## config.mk

```make
export PLATFORM = sky130hd
export DESIGN_NAME = atm_account_server
export DESIGN_NICKNAME = d
export VERILOG_FILES = /design/src/rtl/atm_account_server.sv
export SDC_FILE = /design/constraint.sdc
export NUM_CORES = 1
export LEC_CHECK = 0
export CORE_MARGIN = 3
export CORE_UTILIZATION = 39
export CTS_BUF_LIST = sky130_fd_sc_hd__clkbuf_8
export DETAILED_ROUTE_END_ITERATION = 10
export DONT_BUFFER_PORTS = 1
export PLACE_DENSITY_LB_ADDON = 0.12
export SETUP_SLACK_MARGIN = 0.1
export SLEW_MARGIN = 10
export SYNTH_ARGS = -nofsm -noshare
export SYNTH_HDL_FRONTEND = slang
export SYNTH_SLANG_ARGS = --single-unit
```

## constraint.sdc

```tcl
create_clock -name clk -period 9.67 [get_ports clk]
set_clock_uncertainty 0.15 [all_clocks]
set_input_delay 2.4175 -clock clk [delete_from_list [all_inputs] [get_ports clk]]
set_output_delay 2.4175 -clock clk [all_outputs]
set_load 0.01 [all_outputs]
```

## src/rtl/atm_account_server.sv

```systemverilog
// Bank-side account server: one request in flight through EXEC, response held in RESP.
// Optional per-session withdraw cap enabled with `define ATM_WITHDRAW_LIMIT_EN.
module atm_account_server #(
  parameter int          NUM_ACCOUNTS = 4,
  parameter int          ID_W         = 2,
  parameter int          AMT_W        = 32,
  parameter int          PIN_W        = 4,
  parameter int          MAX_TRIES    = 3,
  parameter int unsigned INIT_BALANCE = 32'h000F4240,
  parameter int unsigned DEFAULT_PIN  = 4'b1010
`ifdef ATM_WITHDRAW_LIMIT_EN
  , parameter int unsigned WITHDRAW_LIMIT = 32'd50000
`endif
) (
  input  logic                    clk,
  input  logic                    reset,
  input  logic                    req_valid,
  output logic                    req_ready,
  input  logic [2:0]              req_op,
  input  logic [ID_W-1:0]         req_acct,
  input  logic [PIN_W-1:0]        req_pin,
  input  logic [AMT_W-1:0]        req_amount,
  output logic                    rsp_valid,
  input  logic                    rsp_ready,
  output logic [2:0]              rsp_status,
  output logic [AMT_W-1:0]        rsp_balance,
  output logic [NUM_ACCOUNTS-1:0] acct_locked
);

  localparam int TRY_W = $clog2(MAX_TRIES + 1);

  typedef enum logic [1:0] {IDLE, EXEC, RESP} state_t;

  typedef enum logic [2:0] {
    OP_VERIFY  = 3'd0,
    OP_BALANCE = 3'd1,
    OP_DEPOSIT = 3'd2,
    OP_WITHDRAW= 3'd3,
    OP_CHANGE  = 3'd4,
    OP_END     = 3'd7
  } op_t;

  typedef enum logic [2:0] {
    ST_OK       = 3'd0,
    ST_BAD_PIN  = 3'd1,
    ST_LOCKED   = 3'd2,
    ST_INSUFF   = 3'd3,
    ST_OVERFLOW = 3'd4,
    ST_BAD_OP   = 3'd5,
    ST_NOT_AUTH = 3'd6,
    ST_LIMIT    = 3'd7
  } status_t;

  state_t                  state;
  logic [AMT_W-1:0]        balance [NUM_ACCOUNTS];
  logic [PIN_W-1:0]        pin_reg [NUM_ACCOUNTS];
  logic [TRY_W-1:0]        tries   [NUM_ACCOUNTS];
  logic [NUM_ACCOUNTS-1:0] locked;
  logic                    sess_valid;
  logic [ID_W-1:0]         sess_acct;

  logic [2:0]              op_q;
  logic [ID_W-1:0]         acct_q;
  logic [PIN_W-1:0]        pin_q;
  logic [AMT_W-1:0]        amount_q;

  // Evaluation results for the latched request, committed on the EXEC edge
  status_t                 ev_status;
  logic [AMT_W-1:0]        ev_balance;
  logic [AMT_W-1:0]        cur_bal;
  logic [AMT_W:0]          sum;
  logic [TRY_W-1:0]        tries_inc;
  logic                    authorized;
  logic                    wr_balance;
  logic                    wr_pin;
  logic                    clr_tries;
  logic                    inc_tries;
  logic                    set_lock;
  logic                    sess_clear;
  logic                    sess_set;

`ifdef ATM_WITHDRAW_LIMIT_EN
  logic [AMT_W:0]          w_total;
  logic [AMT_W+1:0]        limit_sum;
  logic                    total_add;
`endif

  assign acct_locked = locked;

  always_comb begin
    cur_bal    = balance[acct_q];
    sum        = {1'b0, cur_bal} + {1'b0, amount_q};
    tries_inc  = tries[acct_q] + TRY_W'(1);
    authorized = sess_valid && (sess_acct == acct_q);
    ev_status  = ST_OK;
    ev_balance = cur_bal;
    wr_balance = 1'b0;
    wr_pin     = 1'b0;
    clr_tries  = 1'b0;
    inc_tries  = 1'b0;
    set_lock   = 1'b0;
    sess_clear = 1'b0;
    sess_set   = 1'b0;
`ifdef ATM_WITHDRAW_LIMIT_EN
    limit_sum  = {1'b0, w_total} + {2'b00, amount_q};
    total_add  = 1'b0;
`endif
    case (op_q)
      OP_VERIFY: begin
        sess_clear = 1'b1;
        if (locked[acct_q]) begin
          ev_status = ST_LOCKED;
        end else if (pin_q == pin_reg[acct_q]) begin
          sess_set  = 1'b1;
          clr_tries = 1'b1;
        end else begin
          inc_tries = 1'b1;
          if (tries_inc == TRY_W'(MAX_TRIES)) begin
            set_lock  = 1'b1;
            ev_status = ST_LOCKED;
          end else begin
            ev_status = ST_BAD_PIN;
          end
        end
      end
      OP_END: sess_clear = 1'b1;
      OP_BALANCE, OP_DEPOSIT, OP_WITHDRAW, OP_CHANGE: begin
        if (locked[acct_q]) begin
          ev_status = ST_LOCKED;
        end else if (!authorized) begin
          ev_status = ST_NOT_AUTH;
        end else begin
          case (op_q)
            OP_DEPOSIT: begin
              if (sum[AMT_W]) begin
                ev_status = ST_OVERFLOW;
              end else begin
                ev_balance = sum[AMT_W-1:0];
                wr_balance = 1'b1;
              end
            end
            OP_WITHDRAW: begin
`ifdef ATM_WITHDRAW_LIMIT_EN
              if (limit_sum > (AMT_W+2)'(WITHDRAW_LIMIT)) begin
                ev_status = ST_LIMIT;
              end else
`endif
              if (amount_q > cur_bal) begin
                ev_status = ST_INSUFF;
              end else begin
                ev_balance = cur_bal - amount_q;
                wr_balance = 1'b1;
`ifdef ATM_WITHDRAW_LIMIT_EN
                total_add  = 1'b1;
`endif
              end
            end
            OP_CHANGE: wr_pin = 1'b1;
            default: ;
          endcase
        end
      end
      default: ev_status = ST_BAD_OP;
    endcase
  end

  // Reset in any state discards pending work and re-initialises every account
  always_ff @(posedge clk or posedge reset) begin
    if (reset) begin
      state       <= IDLE;
      req_ready   <= 1'b1;
      rsp_valid   <= 1'b0;
      rsp_status  <= 3'd0;
      rsp_balance <= '0;
      locked      <= '0;
      sess_valid  <= 1'b0;
      sess_acct   <= '0;
      op_q        <= '0;
      acct_q      <= '0;
      pin_q       <= '0;
      amount_q    <= '0;
      for (int i = 0; i < NUM_ACCOUNTS; i++) begin
        balance[i] <= AMT_W'(INIT_BALANCE);
        pin_reg[i] <= PIN_W'(DEFAULT_PIN);
        tries[i]   <= '0;
      end
`ifdef ATM_WITHDRAW_LIMIT_EN
      w_total     <= '0;
`endif
    end else begin
      case (state)
        IDLE: begin
          if (req_valid && req_ready) begin
            op_q      <= req_op;
            acct_q    <= req_acct;
            pin_q     <= req_pin;
            amount_q  <= req_amount;
            req_ready <= 1'b0;
            state     <= EXEC;
          end
        end
        EXEC: begin
          if (wr_balance) balance[acct_q] <= ev_balance;
          if (wr_pin)     pin_reg[acct_q] <= amount_q[PIN_W-1:0];
          if (clr_tries)  tries[acct_q]   <= '0;
          if (inc_tries)  tries[acct_q]   <= tries_inc;
          if (set_lock)   locked[acct_q]  <= 1'b1;
          if (sess_clear) sess_valid      <= 1'b0;
          if (sess_set) begin
            sess_valid <= 1'b1;
            sess_acct  <= acct_q;
          end
`ifdef ATM_WITHDRAW_LIMIT_EN
          if (sess_clear) w_total <= '0;
          if (total_add)  w_total <= w_total + {1'b0, amount_q};
`endif
          rsp_status  <= ev_status;
          rsp_balance <= ev_balance;
          rsp_valid   <= 1'b1;
          state       <= RESP;
        end
        RESP: begin
          if (rsp_ready) begin
            rsp_valid <= 1'b0;
            req_ready <= 1'b1;
            state     <= IDLE;
          end
        end
        default: state <= IDLE;
      endcase
    end
  end

endmodule

```

==> flow_metrics.env, run 1 <==
export IMPL_power_total_mw=3.39
export IMPL_cts_sinks=239
export IMPL_synth_nets=1678
export IMPL_track_usage=0.237
export IMPL_antenna_found_initial=0
export IMPL_synthDistinctLibCells=79
export IMPL_synth_top_cell_by_area="dfrtp_1"
export IMPL_synth_area_leaders="dfrtp_1, nand2_1, dfstp_2, mux4_2, ha_1"
export IMPL_largest_reg_flops=128
export IMPL_core_sq_um=35900
export IMPL_synth_top_area_frac=0.352
export IMPL_critPathMostFrequentCell="buf_4"
export IMPL_die_area_sq_um=39100
export IMPL_start_util=0.399
export IMPL_hpwlAfterDp_microns=33900
export IMPL_worstSetupStartpointType="register"
export IMPL_totalWireLength_microns=46600
export IMPL_clk_pin_slew_worst_paths_ns=0.06
export IMPL_synth_top_flop_cell="dfrtp_1"
export IMPL_cp_slowest_stage_delay_ns=0.74
export IMPL_fin_cells=2030
export IMPL_hold_ws_ns=0.302
export IMPL_place_ws_ns=3.31
export IMPL_hold_buffers=0
export IMPL_final_setup_worst_slack_ns=3.30
export IMPL_vias=11800
export IMPL_io_pins=86
export IMPL_cpMaxStageDelayCell="dfrtp_4"
export IMPL_fmax_mhz=157
export IMPL_syn_inst=1561
export IMPL_p_leak_nw=6.84
export IMPL_ant_nets=0
export IMPL_placedCellCount=1950
export IMPL_min_delay_path_depth=2
export IMPL_core_rowCount=69
export IMPL_top_register="balance"
export IMPL_path_cells="buf_4 > mux4_2 > ha_1 > nand4_1 > or3_1 > or3_4 > a211oi_4 > nor3_1 > a211o_1 > buf_4 > nor3_1 > buf_4 > mux2_2"
export IMPL_cp_data_arrival_time_ns=6.73
export IMPL_finalSetupTns_ns=0
export IMPL_top_regs="balance x128, amount_q x32, rsp_balance x32"
export IMPL_yosysWarningCount=0
export IMPL_finalCriticalPeriod_ns=6.37
export IMPL_cts_setup_buffers=0
export IMPL_rsz0062_at_grt="false"
export IMPL_avgRoutedWirePerCell_microns=23.0
export IMPL_postPlaceCellArea_sq_um=14700
export IMPL_peakVddDrop_mv=0.101
export IMPL_port_buffers=0
export IMPL_place_gp_congestion=0.884
export IMPL_critPathBufInv=3
export IMPL_die_w_microns=198
export IMPL_fin_area_sq_um=15700
export IMPL_worst_pin_slew_ns=1.03
export IMPL_relSlewSlack=0.316
export IMPL_synth_seq_area_share=0.420
export IMPL_yosysMostFrequentCell="nand2_1"
export IMPL_finalSetupViolCount=0
export IMPL_synth_area_sq_um=14300
export IMPL_layout_drive_gt1_share=0.154
export IMPL_drc=0
export IMPL_area_delta_synth_final_pct=9.32
export IMPL_crit_cells=13
export IMPL_hold_path_class="register to register"
export IMPL_drtIter0Drc=1010
export IMPL_drtPass1Iterations=6
export IMPL_maxSlewViolCount=0
export IMPL_grt_pass1_vias=11300
export IMPL_status="finished clean"
export IMPL_final_nets=1652
export IMPL_synthTopCellsByCount="nand2_1, dfrtp_1, o21ai_0, a21oi_1, nor2_1"
export IMPL_clk_latency_ns=0.63
export IMPL_h_tree_depth=2
export IMPL_grt_max_degree=98
export IMPL_cts_resized_gates=0
export IMPL_period_share=0.658
export IMPL_max_cap_viol_count=0
export IMPL_cts_tree="done"
export IMPL_reg2reg_depth=13
export IMPL_hold_viol=0
export IMPL_die_y_microns=198
export IMPL_avgSynthCellArea_sq_um=9.19
export IMPL_critPathTopFamily="simple AND/OR/NAND/NOR gates"
export IMPL_synthArstFlopShare=1.00
export IMPL_worstSetupPathType="register to register"
export IMPL_critPathMaxFanout=38
export IMPL_utilization=0.437
export IMPL_cp_required_ns=10.04
export IMPL_root_buffer="clkbuf_8"
export IMPL_grt_pass1_wl_microns=71400
export IMPL_cts_max_path_buffers=3
export IMPL_ys_seq_elements=239
export IMPL_n_antenna_cell=0
export IMPL_p_per_area_nw_per_um2=216
export IMPL_viasPerCell=5.83
export IMPL_endpoint_kind="register"
export IMPL_overflow=0
export IMPL_cts_buffers_inserted=44
export IMPL_synth_edf_count=0
[worst paths after layout]
path                                          from                      end  slack, ns
max in group asynchronous                    reset  balance[15]$_DFFE_PP0P_       6.19
setup / recovery             acct_q[0]$_DFFE_PP0P_  balance[51]$_DFFE_PP1P_       3.30
hold reg to reg            balance[41]$_DFFE_PP1P_  balance[41]$_DFFE_PP1P_       0.30
hold / removal             balance[41]$_DFFE_PP1P_  balance[41]$_DFFE_PP1P_       0.30
setup reg to reg             acct_q[0]$_DFFE_PP0P_  balance[51]$_DFFE_PP1P_       3.30
min in group asynchronous                    reset     tries[3]$_DFFE_PP0P_       1.62
[tightest hold or removal path, delay by kind of cell (launching register included)]
| family | cells | cell delay, ns |
|---|---|---|
| AND/OR/NAND/NOR | 2 | 0.09 |
| flip-flops | 1 | 0.36 |
[power breakdown]
group	internal [mW]	total [mW]	switching [mW]
combinational	0.365	1.06	0.690
sequential	1.13	1.30	0.171
clock	0.575	1.04	0.461
total	2.07	3.39	1.32
[cell families after synthesis]
| kind of cell | count (synthesis) | synth area share |
|---|---|---|
| DFF | 239 | 0.420 |
| AOI/OAI and AO/OA | 475 | 0.209 |
| muxes | 79 | 0.0923 |
| xor gates and xnor gates | 17 | 0.0104 |
| buffers and inverters | 170 | 0.0490 |
| adders and majority gates | 72 | 0.0638 |
| and+or+nand+nor | 509 | 0.156 |
[routing by layer]
layer,GRT usage,up-vias,wire (microns)
met3,0.0466,77,3030
li1,-,5540,-
met4,0.0655,0,1110
met1,0.348,5826,21800
met5,0,-,0
met2,0.358,388,20600
[placed cells by master (no fill, tap or decap), types with 9 or more instances in the layout]
| cell type | Yosys | final |
|---|---|---|
| or3_1 | 9 | 9 |
| o31ai_1 | 16 | 16 |
| a21o_1 | 12 | 12 |
| a22oi_1 | 10 | 10 |
| nor4_1 | 12 | 12 |
| nand2b_1 | 14 | 13 |
| ha_1 | 70 | 70 |
| mux4_2 | 39 | 39 |
| buf_4 | 0 | 24 |
| a221o_1 | 9 | 9 |
| inv_1 | 73 | 85 |
| o211ai_1 | 11 | 11 |
| o21ai_0 | 147 | 147 |
| a21oi_1 | 127 | 127 |
| clkbuf_8 | 0 | 59 |
| dfrtp_1 | 202 | 200 |
| xnor2_1 | 14 | 14 |
| nor2b_1 | 17 | 17 |
| o21ai_2 | 10 | 10 |
| nand3_1 | 24 | 24 |
| dfstp_2 | 37 | 37 |
| mux2_2 | 30 | 30 |
| nand2_1 | 274 | 274 |
| o21ai_1 | 18 | 18 |
| a211oi_1 | 14 | 14 |
| nor2_1 | 97 | 95 |
| nor3_1 | 22 | 18 |
[area by class of cell]
cell class / instances / area, sq um
clock buffers: 59 / 812
repair buffers: 24 / 180
clock inverters: 21 / 140
multi-input cells: 1152 / 7660
well taps: 461 / 577
flip-flops and latches: 239 / 6030
fillers: 3552 / 20200
inverters: 74 / 285
Power figures use the tool's default switching activity.
==> run 2: changes to the inputs <==
==> constraint.sdc (replaced) <==
create_clock -name clk -period 6.25 [get_ports clk]
set_clock_uncertainty 0.15 [all_clocks]
set_input_delay 1.5625 -clock clk [delete_from_list [all_inputs] [get_ports clk]]
set_output_delay 1.5625 -clock clk [all_outputs]
set_load 0.01 [all_outputs]
==> run 2 against run 1 <==
Net effect: register-to-register slack worse by 2.7 ns; critical path type unchanged; worst hold slack better by 0.00084 ns; largest power group unchanged; via count up 1.2%; non-clock buffer count is 24 higher; cell area up 0.87%; highest routed layer unchanged; sequential cell count unchanged; total power increased by 54%.
==> flow_metrics.env, run 2 (synthesis gave the netlist of run 1 again) <==
export IMPL_worstSetupPathType="register to register"
export IMPL_cpMaxStageDelayCell="dfrtp_4"
export IMPL_cts_setup_buffers=0
export IMPL_place_gp_congestion=0.886
export IMPL_core_rowCount=69
export IMPL_final_nets=1678
export IMPL_endpoint_kind="register"
export IMPL_die_y_microns=198
export IMPL_grt_use_met2=0.370
export IMPL_fmax_mhz=177
export IMPL_grt_pass1_vias=11900
export IMPL_root_buffer="clkbuf_8"
export IMPL_clk_latency_ns=0.62
export IMPL_nFillCells=3587
export IMPL_p_leak_nw=6.97
export IMPL_die_area_sq_um=39100
export IMPL_busiest_layer="met2"
export IMPL_use_met1=0.347
export IMPL_relSlewSlack=0.262
export IMPL_h_tree_depth=2
export IMPL_cp_data_arrival_time_ns=5.95
export IMPL_final_setup_worst_slack_ns=0.611
export IMPL_clk_pin_slew_worst_paths_ns=0.06
export IMPL_vias=12000
export IMPL_track_usage=0.241
export IMPL_largest_reg_flops=128
export IMPL_cts_tree="done"
export IMPL_overflow=0
export IMPL_finalCriticalPeriod_ns=5.64
export IMPL_layout_cells_most_common_list="nand2_1, dfrtp_1, o21ai_0"
export IMPL_power_total_mw=5.22
export IMPL_avgRoutedWirePerCell_microns=22.8
export IMPL_drc=0
export IMPL_critPathTopFamily="simple AND/OR/NAND/NOR gates"
export IMPL_maxSlewViolCount=0
export IMPL_drtIter0Drc=987
export IMPL_ant_nets=0
export IMPL_antenna_found_initial=0
export IMPL_core_sq_um=35900
export IMPL_hpwlAfterDp_microns=34500
export IMPL_worstSetupStartpointType="register"
export IMPL_hold_path_class="register to register"
export IMPL_critPathMaxFanout=40
export IMPL_top_regs="balance x128, amount_q x32, rsp_balance x32"
export IMPL_final_common_cell="nand2_1"
export IMPL_grt_pass1_wl_microns=72500
export IMPL_path_cells="mux4_2 > ha_1 > nand4_1 > or3_1 > or3_4 > nor2b_1 > nor3_1 > a211o_1 > or3_1 > buf_4 > nand2_1 > o21ai_0"
export IMPL_hold_ws_ns=0.303
export IMPL_multi_input_area_sq_um=7650
export IMPL_p_per_area_nw_per_um2=330
export IMPL_max_cap_viol_count=0
export IMPL_port_buffers=0
export IMPL_critPathMostFrequentCell="or3_1"
export IMPL_layout_drive_gt1_share=0.158
export IMPL_cts_buffers_inserted=46
export IMPL_peakVddDrop_mv=0.131
export IMPL_die_w_microns=198
export IMPL_io_pins=86
export IMPL_cts_resized_gates=0
export IMPL_hold_buffers=0
export IMPL_totalWireLength_microns=46900
export IMPL_regArea_sq_um=6030
export IMPL_drtPass1Iterations=5
export IMPL_period_share=0.902
export IMPL_grt_max_degree=114
export IMPL_finalSetupTns_ns=0
export IMPL_hold_viol=0
export IMPL_grt_util_met3=0.0359
export IMPL_viasPerCell=5.81
export IMPL_start_util=0.399
export IMPL_cts_sinks=239
export IMPL_rsz0062_at_grt="false"
export IMPL_cp_slowest_stage_delay_ns=0.94
export IMPL_cp_required_ns=6.56
export IMPL_worst_pin_slew_ns=1.10
export IMPL_place_ws_ns=0.616
export IMPL_critPathBufInv=1
export IMPL_n_antenna_cell=0
export IMPL_status="finished clean"
export IMPL_cts_max_path_buffers=3
export IMPL_top_register="balance"
export IMPL_area_delta_synth_final_pct=10.3
export IMPL_finalSetupViolCount=0
==> run 2: cell count changes in the layout (fill, tap and decap cells not counted), sizes merged <==
cell	previous run	this run
buf	24	48
clkbuf	59	52
clkinv	6	3
clkinvlp	0	1
inv	88	102
==> run 2: layout make-up <==
cell class / count / share of cell area
multi-input combinational: 1152 / 0.484
sequential: 239 / 0.381
clock buffer: 52 / 0.0452
tap: 461 / 0.0365
timing repair buffer: 48 / 0.0244
inverter: 74 / 0.0178
clock inverter: 33 / 0.0112
==> run 2: final timing paths <==
kind	endpoint	cells after the start	from	slack, ns
max	balance[66]$_DFFE_PP0P_	12	acct_q[0]$_DFFE_PP0P_	0.61
min	balance[9]$_DFFE_PP1P_	2	balance[9]$_DFFE_PP1P_	0.30
max reg2reg	balance[66]$_DFFE_PP0P_	12	acct_q[0]$_DFFE_PP0P_	0.61
min reg2reg	balance[9]$_DFFE_PP1P_	2	balance[9]$_DFFE_PP1P_	0.30
max in group asynchronous	amount_q[17]$_DFFE_PP0P_	2	reset	4.23
min in group asynchronous	pin_reg[10]$_DFFE_PP0P_	1	reset	0.72
==> run 2: power breakdown <==
group	switching (mW)	internal, mW
clock network	0.707	0.803
logic	1.07	0.601
registers	0.294	1.74
==> run 2: layer usage <==
layer / vias up / wire, microns / part of all wire
met3: 79 / 2230 / 0.047
met4: 0 / 1520 / 0.032
met2: 330 / 21200 / 0.45
met5: - / 0 / 0
met1: 5962 / 22000 / 0.47
li1: 5600 / - / -
==> run 2: worst reg2reg max path: cells and delay by family (launching register included) <==
kind	cells	cell delay [ns]
AOI/OAI and AO/OA	2	0.54
and+or+nand+nor	7	2.29
muxes	1	0.70
adders and majority gates	1	0.56
DFF	1	0.94
buffers and inverters	1	0.31
==> run 2: stage by stage <==
| step | area, sq um | utilization | cells |
|---|---|---|---|
| after floorplan | 14400 | - | 1561 |
| after global placement | 14900 | 0.416 | 1974 |
| after detailed placement | 14900 | 0.416 | 1974 |
| after CTS | 15800 | 0.441 | 2059 |
| after global routing | 15800 | 0.441 | 2059 |
| final | 15800 | 0.441 | 2059 |
==> RTL edit, RTL diff (config.mk and constraints of run 1) <==
The 3 states of `state_t` get a one-hot encoding in 3 bits.
--- a/src/rtl/atm_account_server.sv
+++ b/src/rtl/atm_account_server.sv
@@ -30,5 +30,5 @@
   localparam int TRY_W = $clog2(MAX_TRIES + 1);
 
-  typedef enum logic [1:0] {IDLE, EXEC, RESP} state_t;
+  typedef enum logic [2:0] {IDLE = 3'b001, EXEC = 3'b010, RESP = 3'b100} state_t;
 
   typedef enum logic [2:0] {
Function: no difference found for any inputs over 4 cycles, from zero or initial values and one cycle with reset high; so few cycles prove little.
==> RTL edit against run 1 <==
Hold slack better by 0.013 ns; sequential cell count is 1 higher; critical path depth is 1 lower; worst setup slack worse by 0.38 ns; area after synthesis is 0.15% lower; design area is 0.46% lower; routed wire length is 9.0% lower; critical path type unchanged.
Power is not compared: it rests on default switching activity, and its combinational part moved more than twofold at a synthesized area within 25%.
==> RTL edit: results (changes against run 1) <==
Status
  – Status: complete, no violations

Timing
  – Final worst path period share: 69.8% (+3.9 points)
  – Worst Tran Pin Value: 1.19 ns (+0.168 ns)
  – Hold WS: 0.315 ns (+0.0133 ns)

Critical path
  – Cell family with most CP delay: compound AO/OA/AOI/OAI gates
  – CP max-delay cell: a2111oi_0
  – Worst reg2reg path depth: 12 (-1)
  – Crit-path max cell delay: 1.05 ns (+0.31 ns)
  – Critical path arrival: 7.07 ns (+0.34 ns)
  – R2R Setup Slk: 2.92 ns (-0.38 ns)
  – Critical Path Fanout Max: 52 (+37%)

Route
  – Pre-antenna DRT Iters: 5 (-1)
  – Routed WL per cell: 21.7 um (-5.6%)
  – Routed wl met2: 19100 um (-7.4%)
  – Met3 wire len: 2160 um (-29%)
  – DRT Wirelength: 42400 um (-9.0%)

Global routing
  – Gr usage total: 22.0% (-1.7 points)
  – Largest net degree at the start of global routing: 125 (+28%)
  – Routing usage on met3: 3.27% (-1.4 points)
  – Met2 Use GR: 34.2% (-1.7 points)
  – First-pass GRT wire length: 67600 um (-5.3%)
  – Number of global-route vias before repair: 11341 (+0.16%)
  – Grt met1 use: 31.7% (-3.1 points)

Placed design
  – Post-place instance area: 0.0147 mm2 (-0.50%)
  – DP HPWL: 29300 um (-13%)
  – RePlAce Congestion: 0.888 (+0.40%)
  – Setup WS pre-CTS: 2.82 ns (-0.490 ns)

Synthesis
  – Synth top cells by count: 209 x nand2_1, 202 x dfrtp_1, 160 x o21ai_0, 113 x a21oi_1, 93 x nor2_1
  – Synthesized Nets: 1610 (-4.1%)
  – Average size of a mapped cell: 9.60 um2 (+4.4%)
[RTL edit: changes by cell type in the layout (fill, tap and decap cells not counted), sizes merged, moves of 5 or more]
cell / delta
nand2: -64
nor4: -7
nor3b: -5
a21oi: -14
o211ai: -7
o31a: -5
o21ai: -12
o31ai: -7
buf: -11
clkbuf: -5
mux2: +22
[RTL edit: logic make-up after synthesis]
group,Yosys count,synth area share (%)
multiplexers,100,10.9
AND/OR/NAND/NOR,437,13.9
XOR/XNOR,20,1.22
adder cells (fa/ha/maj),72,6.39
buffers and inverters,164,4.75
AO/OA/AOI/OAI,460,20.6
flip-flops,240,42.3
[RTL edit: power by group through the flow]
stage               registers (uW)  clock network [uW]  logic (uW)
floorplan                     1020                   0        14.8
global placement              1020                   0        22.7
detailed placement            1020                   0        22.8
CTS                           1010                1090        22.7
global route                  1000                1130        25.1
finish                        1010                1050        20.8
[RTL edit: tightest hold or removal path: cells and delay by family (launching register included)]
family,cells,cell delay (ns)
flops,1,0.37
simple gates,2,0.10
[RTL edit: final timing paths]
path	startpoint	end
max	acct_q[0]$_DFFE_PP0P_	balance[59]$_DFFE_PP0P_
min	balance[115]$_DFFE_PP1P_	balance[115]$_DFFE_PP1P_
max reg2reg	acct_q[0]$_DFFE_PP0P_	balance[59]$_DFFE_PP0P_
min reg2reg	balance[115]$_DFFE_PP1P_	balance[115]$_DFFE_PP1P_
max in group asynchronous	reset	amount_q[17]$_DFFE_PP0P_
min in group asynchronous	reset	rsp_valid$_DFFE_PP0P_
[RTL edit: layout make-up]
type | count | area, um2
Fill cell | 3564 | 20300
Multi-Input combinational cell | 1089 | 7630
Sequential cell | 240 | 6060
Clock buffer | 54 | 743
Tap cell | 461 | 577
Inverter | 74 | 285
Clock inverter | 26 | 210
Timing Repair Buffer | 13 | 110
